===== config.mk =====
export PLATFORM = sky130hd
export DESIGN_NAME = reg2_arbiter_flat
export DESIGN_NICKNAME = d
export VERILOG_FILES = /design/src/rtl/reg2_arb_pkg.sv /design/src/rtl/reg2_arbiter_if.sv /design/src/rtl/reg2_arbiter_rr_arb3.sv /design/src/rtl/reg2_arbiter.sv /design/src/flat_wrapper.sv
export SDC_FILE = /design/constraint.sdc
export NUM_CORES = 1
export LEC_CHECK = 0
export ABC_AREA = 1
export BUFFER_PORTS_ARGS = -buffer_cell sky130_fd_sc_hd__buf_4
export CORE_ASPECT_RATIO = 0.75
export CORE_MARGIN = 2
export CORE_UTILIZATION = 55
export CTS_CLUSTER_SIZE = 8
export DETAILED_ROUTE_END_ITERATION = 16
export PLACE_DENSITY_LB_ADDON = 0.3
export RECOVER_POWER = 100
export SLEW_MARGIN = 20
export SYNTH_ARGS = -nofsm -noshare
export SYNTH_HDL_FRONTEND = slang
export SYNTH_SLANG_ARGS = --single-unit

===== constraint.sdc =====
create_clock -name eck -period 5.8 [get_ports eck]
set_input_delay 0.87 -clock eck [delete_from_list [all_inputs] [get_ports eck]]
set_output_delay 0.87 -clock eck [all_outputs]
set_load 0.05 [all_outputs]

===== src/rtl/reg2_arb_pkg.sv =====
// Shared types and constants for the reg2 write arbiter: FSM encoding, widths and
// the round-robin pointer advance.
package reg2_arb_pkg;

  localparam int unsigned REG_W = 3;
  localparam int unsigned NREQ  = 3;

  typedef enum logic [2:0] {
    StIdle  = 3'd0,
    StWrite = 3'd1,
    StCheck = 3'd2,
    StAck   = 3'd3,
    StClear = 3'd4
  } state_e;

  // Pointer moves to the requester just after the one that was served.
  function automatic logic [1:0] rr_next(input logic [1:0] idx);
    return (idx >= 2'd2) ? 2'd0 : idx + 2'd1;
  endfunction

endpackage


===== src/rtl/reg2_arbiter_if.sv =====
// Requester / shared-register bundle of the reg2 arbiter. The master side drives
// requests and register readback, the slave side is the arbiter itself.
interface reg2_arbiter_if #(
  parameter int unsigned W    = 3,
  parameter int unsigned NREQ = 3
) ();

  logic [NREQ-1:0] req;
  logic [W-1:0]    d0;
  logic [W-1:0]    d1;
  logic [W-1:0]    d2;
  logic            clr;
  logic [W-1:0]    reg_q;

  logic [W-1:0]    reg_d;
  logic            reg_ena;
  logic            reg_rst;
  logic            reg_set;
  logic [NREQ-1:0] gnt;
  logic [NREQ-1:0] ack;
  logic            err;
  logic            clr_done;
  logic            busy;

  modport master (
    output req, d0, d1, d2, clr, reg_q,
    input  reg_d, reg_ena, reg_rst, reg_set, gnt, ack, err, clr_done, busy
  );

  modport slave (
    input  req, d0, d1, d2, clr, reg_q,
    output reg_d, reg_ena, reg_rst, reg_set, gnt, ack, err, clr_done, busy
  );

endinterface


===== src/rtl/reg2_arbiter_rr_arb3.sv =====
// Combinational three-way round-robin picker: the requester at ptr_i has highest
// priority, then ptr_i+1, then ptr_i+2 (mod 3).
module rr_arb3
  import reg2_arb_pkg::*;
(
  input  logic [NREQ-1:0] req_i,
  input  logic [1:0]      ptr_i,
  output logic [NREQ-1:0] gnt_o,
  output logic [1:0]      idx_o,
  output logic            any_o
);

  logic [1:0] base;
  logic [1:0] cand;

  always_comb begin
    gnt_o = '0;
    idx_o = '0;
    any_o = 1'b0;
    cand  = '0;
    base  = (ptr_i > 2'd2) ? 2'd0 : ptr_i;
    // Walk from lowest to highest priority so the last hit is the winner.
    for (int k = int'(NREQ) - 1; k >= 0; k--) begin
      cand = 2'((int'(base) + k) % int'(NREQ));
      if (req_i[cand]) begin
        gnt_o       = '0;
        gnt_o[cand] = 1'b1;
        idx_o       = cand;
        any_o       = 1'b1;
      end
    end
  end

endmodule


===== src/rtl/reg2_arbiter.sv =====
// Round-robin write arbiter/sequencer for one shared 3-bit reg2 register: grants a
// requester, writes its data, verifies the readback and acknowledges it.
module reg2_arbiter
  import reg2_arb_pkg::*;
#(
  parameter int unsigned W    = REG_W,
  parameter int unsigned NREQ = 3
) (
  input  logic          eck,
  input  logic          er,
  reg2_arbiter_if.slave bus_io
);

  state_e          state_q;
  logic [1:0]      ptr_q;
  logic [1:0]      win_q;
  logic [W-1:0]    data_q;
  logic [NREQ-1:0] gnt_q;
  logic [NREQ-1:0] ack_q;
  logic            err_q;
  logic            ena_q;
  logic            rst_q;
  logic            clr_pend_q;
  logic            clr_done_q;
  logic            busy_q;

  logic [NREQ-1:0] arb_gnt;
  logic [1:0]      arb_idx;
  logic            arb_any;
  logic [W-1:0]    sel_data;
  logic            rdbk_mismatch;

  rr_arb3 u_rr_arb3 (
    .req_i (bus_io.req),
    .ptr_i (ptr_q),
    .gnt_o (arb_gnt),
    .idx_o (arb_idx),
    .any_o (arb_any)
  );

  always_comb begin
    sel_data = bus_io.d0;
    case (arb_idx)
      2'd1:    sel_data = bus_io.d1;
      2'd2:    sel_data = bus_io.d2;
      default: sel_data = bus_io.d0;
    endcase
  end

  always_comb begin
    rdbk_mismatch = (bus_io.reg_q != data_q);
  end

  // Every output is loaded on the same edge that enters the state it belongs to,
  // so nothing reaches the register pins combinationally from req.
  always_ff @(posedge eck) begin
    if (er) begin
      state_q    <= StIdle;
      ptr_q      <= 2'd0;
      win_q      <= 2'd0;
      data_q     <= '0;
      gnt_q      <= '0;
      ack_q      <= '0;
      err_q      <= 1'b0;
      ena_q      <= 1'b0;
      rst_q      <= 1'b0;
      clr_pend_q <= 1'b0;
      clr_done_q <= 1'b0;
      busy_q     <= 1'b0;
    end else begin
      ack_q      <= '0;
      err_q      <= 1'b0;
      ena_q      <= 1'b0;
      rst_q      <= 1'b0;
      clr_done_q <= 1'b0;

      // A clear seen mid-write is remembered; repeats merge into one.
      if (bus_io.clr && (state_q inside {StWrite, StCheck, StAck})) begin
        clr_pend_q <= 1'b1;
      end

      unique case (state_q)
        StIdle: begin
          if (clr_pend_q || bus_io.clr) begin
            state_q    <= StClear;
            rst_q      <= 1'b1;
            busy_q     <= 1'b1;
            clr_pend_q <= 1'b0;
          end else if (arb_any) begin
            state_q <= StWrite;
            win_q   <= arb_idx;
            gnt_q   <= arb_gnt;
            data_q  <= sel_data;
            ena_q   <= 1'b1;
            busy_q  <= 1'b1;
          end
        end
        StWrite: begin
          state_q <= StCheck;
        end
        StCheck: begin
          state_q <= StAck;
          ack_q   <= gnt_q;
          err_q   <= rdbk_mismatch;
        end
        StAck: begin
          state_q <= StIdle;
          ptr_q   <= rr_next(win_q);
          gnt_q   <= '0;
          busy_q  <= 1'b0;
        end
        StClear: begin
          state_q    <= StIdle;
          clr_done_q <= 1'b1;
          busy_q     <= 1'b0;
        end
        default: begin
          state_q <= StIdle;
          gnt_q   <= '0;
          busy_q  <= 1'b0;
        end
      endcase
    end
  end

  assign bus_io.reg_d    = data_q;
  assign bus_io.reg_ena  = ena_q;
  assign bus_io.reg_rst  = rst_q;
  assign bus_io.reg_set  = 1'b0;
  assign bus_io.gnt      = gnt_q;
  assign bus_io.ack      = ack_q;
  assign bus_io.err      = err_q;
  assign bus_io.clr_done = clr_done_q;
  assign bus_io.busy     = busy_q;

endmodule


===== src/flat_wrapper.sv =====
// flat-port wrapper written by rule: the top's interface ports become plain ports
module reg2_arbiter_flat import reg2_arb_pkg::*;
#(
  parameter int unsigned W    = REG_W,
  parameter int unsigned NREQ = 3
)
  (eck, er, bus_io_req, bus_io_d0, bus_io_d1, bus_io_d2, bus_io_clr, bus_io_reg_q, bus_io_reg_d, bus_io_reg_ena, bus_io_reg_rst, bus_io_reg_set, bus_io_gnt, bus_io_ack, bus_io_err, bus_io_clr_done, bus_io_busy);
  reg2_arbiter_if #(.W(W), .NREQ(NREQ)) bus_io_i ();
  input  logic eck;
  input  logic er;
  input wire logic [$bits(bus_io_i.req)-1:0] bus_io_req;
  input wire logic [$bits(bus_io_i.d0)-1:0] bus_io_d0;
  input wire logic [$bits(bus_io_i.d1)-1:0] bus_io_d1;
  input wire logic [$bits(bus_io_i.d2)-1:0] bus_io_d2;
  input wire logic [$bits(bus_io_i.clr)-1:0] bus_io_clr;
  input wire logic [$bits(bus_io_i.reg_q)-1:0] bus_io_reg_q;
  output wire logic [$bits(bus_io_i.reg_d)-1:0] bus_io_reg_d;
  output wire logic [$bits(bus_io_i.reg_ena)-1:0] bus_io_reg_ena;
  output wire logic [$bits(bus_io_i.reg_rst)-1:0] bus_io_reg_rst;
  output wire logic [$bits(bus_io_i.reg_set)-1:0] bus_io_reg_set;
  output wire logic [$bits(bus_io_i.gnt)-1:0] bus_io_gnt;
  output wire logic [$bits(bus_io_i.ack)-1:0] bus_io_ack;
  output wire logic [$bits(bus_io_i.err)-1:0] bus_io_err;
  output wire logic [$bits(bus_io_i.clr_done)-1:0] bus_io_clr_done;
  output wire logic [$bits(bus_io_i.busy)-1:0] bus_io_busy;
  assign bus_io_i.req = bus_io_req;
  assign bus_io_i.d0 = bus_io_d0;
  assign bus_io_i.d1 = bus_io_d1;
  assign bus_io_i.d2 = bus_io_d2;
  assign bus_io_i.clr = bus_io_clr;
  assign bus_io_i.reg_q = bus_io_reg_q;
  assign bus_io_reg_d = bus_io_i.reg_d;
  assign bus_io_reg_ena = bus_io_i.reg_ena;
  assign bus_io_reg_rst = bus_io_i.reg_rst;
  assign bus_io_reg_set = bus_io_i.reg_set;
  assign bus_io_gnt = bus_io_i.gnt;
  assign bus_io_ack = bus_io_i.ack;
  assign bus_io_err = bus_io_i.err;
  assign bus_io_clr_done = bus_io_i.clr_done;
  assign bus_io_busy = bus_io_i.busy;
  reg2_arbiter #(.W(W), .NREQ(NREQ)) u_core (.eck(eck), .er(er), .bus_io(bus_io_i));
endmodule

==> run_results.csv, run 1 <==
group,metric,value,unit
global_routing,grt_pass1_wl,4620,µm
timing,period_share,44.8,%
drt,ant_nets,0,
drt,routedWlPerCell,11.9,µm
worst_setup_path,crit_arrival,2.82,ns
worst_setup_path,crit_chain,"inv_1 -> ha_1 -> inv_1 -> nand2_1 -> nand2_1 -> nand2_1 -> nand2_1 -> nor2_1 -> o21ai_0 -> nand2_1 -> inv_1 -> ha_1 -> a22o_1 -> nand2_1 -> nand2_1 -> o21ai_0 -> nor2_1",
power_and_ir_drop,p_int,0.276,mW
drt,wl,2700,µm
logic_synthesis,syn_nets,192,
drt,post-route-drc-count,0,
clocking,cts-root-buf,"clkbuf_4",
flow_run,maxCapViolCount,0,
global_routing,grt_max_degree,14,
timing,worstMarginPinSlew,0.661,ns
global_routing,grt_overflow_total,0,
timing,fmax,0.385,GHz
final_layout,fillers,173,
die,core_area,0.00203,mm²
logic_synthesis,yosysSeqAreaShare,36.7,%
power_and_ir_drop,switchingPower,0.153,mW
timing,rsz0062_at_grt,"no",
clocking,post_cts_resized,0,
logic_synthesis,synth_largest_area_cell,"dfxtp_1",
power_and_ir_drop,p_comb_share,31.5,%
logic_synthesis,synth.cell_area,0.00120,mm²
worst_setup_path,startpoint_type,"flop",
power_and_ir_drop,switching_share,35.7,%
clocking,cts_tree,"yes",
drt,drt_iter0_drc,74,
logic_synthesis,synth_area_per_cell,7.11,µm²
clocking,clk_latency,0.31,ns
worst_setup_path,crit_path_end_kind,"flop",
worst_setup_path,crit_top_cell,"nand2_1",
clocking,cts_hold_buf,0,
timing,fin_hold_ws,0.459,ns
final_layout,layout_commonest_cell,"nand2_1",
final_layout,nNetsFinal,226,
drt,vias,1157,
outcome,status,"complete, no violations",
clocking,cts_post_setup_buffers_inserted,0,
die,row_count,14,
die,fp.dieH,44.5,µm
place,gp_congestion,0.808,
die,num_io_pins,33,
min_path,holdCritPathClass,"reg2reg",
final_layout,design_area,0.00143,mm²
drt,first_pass_iters,4,
timing,setup_viol,0,
min_path,hold_depth,2,
logic_synthesis,synth_edf_count,0,
timing,setup_slack,3.20,ns
worst_setup_path,worst_path_max_delay_cell,"dfxtp_1",
final_layout,final_cell_mix,"nand2_1, dfxtp_1, inv_1, nor2_1, buf_4",
clocking,cts_buffers,3,
clocking,cts_sinks,22,
place,portBuffers,31,
final_layout,final-instance-count-excl-fill,226,
place,dp.cells,222,
worst_setup_path,critical_path_class,"reg2reg",
drt,vias_per_cell,5.12,
timing,slew_headroom,55.9,%
final_layout,area_delta_synth_final,19.0,%
place,dpl_cell_area,0.00145,mm²
die,die_area,0.00258,mm²
timing,clock_skew,0.00293,ns
power_and_ir_drop,ir_drop,0.205,mV
logic_synthesis,yosysUniqueCellTypes,28,
clocking,cts_htree_levels,1,
clocking,ctsLongestPathBuffers,2,
die,fp.dieW,58.0,µm
logic_synthesis,yosys-top-cells-area,"dfxtp_1, nand2_1, nor2_1",
worst_setup_path,max_stage_delay,0.35,ns
clocking,clkTransAtPathRegs,0.13,ns
worst_setup_path,rr_worst_depth,17,
power_and_ir_drop,power_leakage,0.681,nW
place,dp_hpwl,2110,µm
worst_setup_path,cp_data_required_time,6.01,ns
power_and_ir_drop,p_seq_share,41.1,%
logic_synthesis,synth_seq_cells,22,
global_routing,antenna_found_initial,0,
worst_setup_path,critPathMaxFanout,6,
timing,final-hold-violation-count,0,
global_routing,grt_pass1_vias,1126,
place,place_ws,3.16,ns
timing,timing.setup.tns,0,ns
power_and_ir_drop,power.density,301,mW/mm²
logic_synthesis,yosysWarnings,0,
die,initial_core_util,59.1,%
timing,slew_violations,0,
timing,period_needed,2.60,ns
final_layout,diodes,0,
logic_synthesis,synth_top_area_share,36.7,%
logic_synthesis,synthArstFlopShare,0,%
global_routing,track_usage,23.1,%
power_and_ir_drop,p_clk_share,27.5,%
logic_synthesis,synth_cells,169,
logic_synthesis,synthFlopType,"dfxtp_1",
final_layout,drive_gt1_share,17.3,%
-- path summary, 6_finish.rpt --
check                                          from  slack (ns)                             endpoint
setup / recovery       u_core.ptr_q[0]$_SDFFE_PP0P_        3.20  u_core.bus_io.reg_d[0]$_SDFFE_PP0P_
hold / removal    u_core.bus_io.gnt[2]$_SDFFE_PP0P_        0.46      u_core.bus_io.ack[2]$_SDFF_PP0_
setup reg to reg       u_core.ptr_q[0]$_SDFFE_PP0P_        3.20  u_core.bus_io.reg_d[0]$_SDFFE_PP0P_
hold reg to reg   u_core.bus_io.gnt[2]$_SDFFE_PP0P_        0.46      u_core.bus_io.ack[2]$_SDFF_PP0_
-- final cells by class --
type | instances | area, µm² | area share, %
Clock buffer | 3 | 22.5 | 1.58
Clock inverter | 1 | 30.0 | 2.10
Inverter | 22 | 82.6 | 5.78
Tap cell | 24 | 30.0 | 2.10
Multi-Input combinational cell | 123 | 647 | 45.3
Timing Repair Buffer | 31 | 176 | 12.3
Sequential cell | 22 | 440 | 30.8
-- per-stage QoR --
step / utilization [%] / power [mW]
6_report: 70.3 / 0.429
2_1_floorplan: - / 0.286
3_5_place_dp: 71.5 / 0.326
4_1_cts: 74.1 / 0.443
3_3_place_gp: 71.5 / 0.321
5_1_grt: 70.3 / 0.450
-- cells in the mapped netlist (2+ instances only) --
library cell and number:
dfxtp_1 22, a21oi_2 2, nand2_1 46, a21oi_1 10, inv_2 7, nor2_1 17
nor2_2 2, nand3_1 8, nand2_4 2, nor3_1 4, o21ai_0 7, nand2_2 4
inv_1 15, ha_1 5, a22o_1 3, xnor2_1 3
-- sequential cells by signal (all words and copies together) (netlist names), 2 cells and up --
| name | count |
|---|---|
| u_core.bus_io.ack | 3 |
| u_core.bus_io.gnt | 3 |
| u_core.bus_io.reg_d | 3 |
| u_core.state_q | 3 |
| u_core.ptr_q | 2 |
| u_core.win_q | 2 |
-- power groups by stage --
stage / logic [mW] / clock network [mW] / registers, mW
finish: 0.135 / 0.118 / 0.176
global route: 0.148 / 0.125 / 0.178
CTS: 0.148 / 0.118 / 0.177
detailed placement: 0.146 / 0 / 0.180
global placement: 0.143 / 0 / 0.178
floorplan: 0.0753 / 0 / 0.210
-- kinds of logic after synthesis --
kind of cell / synth area share (%)
AOI/OAI and AO/OA: 13.2
xor gates and xnor gates: 2.19
adders and majority gates: 5.21
buffers and inverters: 7.81
DFF: 36.7
other: 0.312
and+or+nand+nor: 34.6
-- worst max-delay path, delay by kind of cell (launching register included) --
family	cells	cell delay (ns)
AND/OR/NAND/NOR	9	0.80
adder cells (fa/ha/maj)	2	0.57
AO/OA/AOI/OAI	3	0.51
flip-flops	1	0.35
buffers and inverters	3	0.25
-- metal layers --
metal / share of wire (%) / global-route usage, % / up-vias
met5: 0 / 0 / -
met4: 1.1 / 6.98 / 0
met3: 6.8 / 6.73 / 4
met1: 43 / 27.1 / 516
li1: - / - / 598
met2: 49 / 41.1 / 39
(Power assumes the default switching activity.)
==> run 2, diff against run 1 <==
- CORE_UTILIZATION: 55 -> 46
- clock period: 5.8 -> 2.2 ns (I/O delays scaled with it)
==> run 2 against run 1 <==
Register-to-register slack lost 3.1 ns. Clock power rose to 2.6 times the previous value. Worst setup slack got worse by 3.1 ns. Cell count is 12% higher. Global-route usage decreased by 4.9 points.
==> run_results.csv, run 2 (synthesis results as in run 1) <==
group,metric,value,unit
timing,timing.setup.tns,0,ns
timing,fmax,0.467,GHz
worst_setup_path,max_stage_delay,0.39,ns
final_layout,diodes,0,
timing,slew_headroom,59.9,%
outcome,status,"complete, no violations",
worst_setup_path,critPathMaxFanout,5,
clocking,cts-root-buf,"clkbuf_4",
drt,ant_nets,0,
place,dp_hpwl,2080,µm
place,gp_congestion,0.854,
drt,route.met3.wl,241,µm
final_layout,final-instance-count-excl-fill,254,
clocking,cts_buffers,3,
drt,post-route-drc-count,0,
drt,first_pass_iters,4,
drt,routedWlPerCell,12.1,µm
final_layout,final_cell_mix,"nand2_1, buf_4, dfxtp_1",
clocking,cts_tree,"yes",
power_and_ir_drop,p_total,1.20,mW
place,portBuffers,31,
global_routing,antenna_found_initial,0,
worst_setup_path,critical_path_class,"reg2reg",
timing,setup_viol,0,
drt,drt_iter0_drc,64,
place,place_ws,-0.0982,ns
die,num_io_pins,33,
power_and_ir_drop,ir_drop,0.539,mV
drt,vias_per_cell,5.12,
final_layout,drive_gt1_share,34.4,%
worst_setup_path,worst_path_max_delay_cell,"dfxtp_4",
worst_setup_path,crit_path_end_kind,"flop",
drt,wl_met2,1560,µm
drt,vias,1300,
global_routing,grt_pass1_vias,1083,
timing,period_share,97.3,%
worst_setup_path,crit_chain,"inv_2 -> ha_4 -> inv_4 -> nand2_2 -> nand2_4 -> a21oi_4 -> nor2_1 -> a21oi_1 -> nand2_2 -> buf_4 -> buf_4 -> buf_4 -> buf_4 -> buf_4 -> a21oi_2",
final_layout,layout_commonest_cell,"nand2_1",
die,fp.dieH,48.3,µm
min_path,hp-start,"er",
drt,highest_layer,"met4",
timing,slew_violations,0,
timing,rsz0062_at_grt,"yes",
global_routing,track_usage,18.1,%
worst_setup_path,r2r-start,"u_core.ptr_q[1]$_SDFFE_PP0P_",
worst_setup_path,cp_data_required_time,2.45,ns
clocking,ctsLongestPathBuffers,2,
drt,wl_met1,1260,µm
clocking,clkTransAtPathRegs,0.13,ns
final_layout,fillers,229,
clocking,cts_sinks,22,
final_layout,area_delta_synth_final,41.0,%
die,fp.dieW,63.0,µm
timing,period_needed,2.14,ns
timing,fin_hold_ws,0.271,ns
global_routing,grt_overflow_total,0,
worst_setup_path,crit_top_cell,"buf_4",
clocking,clk_latency,0.31,ns
place,dp.cells,240,
die,row_count,16,
global_routing,grt_pass1_wl,4350,µm
die,die_area,0.00304,mm²
min_path,holdCritPathClass,"in2reg",
final_layout,nNetsFinal,242,
die,initial_core_util,47.2,%
timing,final-hold-violation-count,0,
die,core_area,0.00254,mm²
drt,wl,3080,µm
timing,clock_skew,0.0156,ns
power_and_ir_drop,power_leakage,0.766,nW
timing,worstMarginPinSlew,0.604,ns
worst_setup_path,crit_start,"u_core.ptr_q[1]$_SDFFE_PP0P_",
worst_setup_path,crit_arrival,2.39,ns
global_routing,grt_max_degree,14,
flow_run,maxCapViolCount,0,
timing,setup_slack,0.0594,ns
power_and_ir_drop,power.density,707,mW/mm²
clocking,cts_hold_buf,0,
worst_setup_path,startpoint_type,"flop",
clocking,cts_htree_levels,1,
[run 2: cell types whose count changed in the layout (fill, tap and decap cells not counted), moves of 4 or more]
cell	previous run	this run
nand2_1	49	40
inv_1	18	12
o21ai_0	7	3
buf_4	16	33
ha_1	5	1
nand2_4	0	6
inv_2	4	8
[run 2: what timing repair did]
item / 4_1_cts / 5_1_grt
buffers inserted: 7 / 3
gates resized for setup: 9 / 24
setup endpoints to repair: 3 / 4
hold endpoints to repair: 0 / 0
cloned: 0 / 0
pin swaps: 2 / 11
[run 2: per-layer routing]
layer | global-route usage [%] | vias up
met5 | 0 | -
met4 | 1.33 | 0
met3 | 4.39 | 4
met2 | 34.5 | 60
met1 | 22.7 | 599
li1 | - | 637
[run 2: area by class of cell]
cell class	instances	area (µm²)	area share, %
inverters	22	87.6	5.17
flip-flops and latches	22	445	26.3
clock buffers	3	22.5	1.33
repair buffers	47	300	17.7
clock inverters	1	30.0	1.77
well taps	36	45.0	2.66
multi-input cells	123	763	45.1
[run 2: worst paths after layout]
path / to / slack [ns] / cells after the start
max reg2reg: u_core.win_q[0]$_SDFFE_PP0P_ / 0.06 / 15
min: u_core.bus_io.busy$_SDFFE_PP0P_ / 0.27 / 2
max: u_core.win_q[0]$_SDFFE_PP0P_ / 0.06 / 15
min reg2reg: u_core.bus_io.ack[2]$_SDFF_PP0_ / 0.45 / 2
[run 2: power by group]
| part | internal (mW) | switching (mW) | leakage [nW] | total (mW) |
|---|---|---|---|---|
| sequential | 0.436 | 0.0257 | 0.181 | 0.462 |
| clock | 0.184 | 0.122 | 0.0279 | 0.307 |
| combinational | 0.149 | 0.279 | 0.557 | 0.428 |
[run 2: through the flow]
stage | util, % | cell area [µm²]
final | 66.6 | 1690
after global routing | 66.6 | 1690
after CTS | 65.2 | 1660
after detailed placement | 59.5 | 1510
after global placement | 59.5 | 1510
after floorplan | - | 1200
[run 2: critical path: cells and delay by family, from the launching register on]
kind / cells / cell delay, ns
buffers and inverters: 7 / 0.76
flip-flops: 1 / 0.39
AND/OR/NAND/NOR: 4 / 0.33
adder cells (fa/ha/maj): 1 / 0.18
AO/OA/AOI/OAI: 3 / 0.42
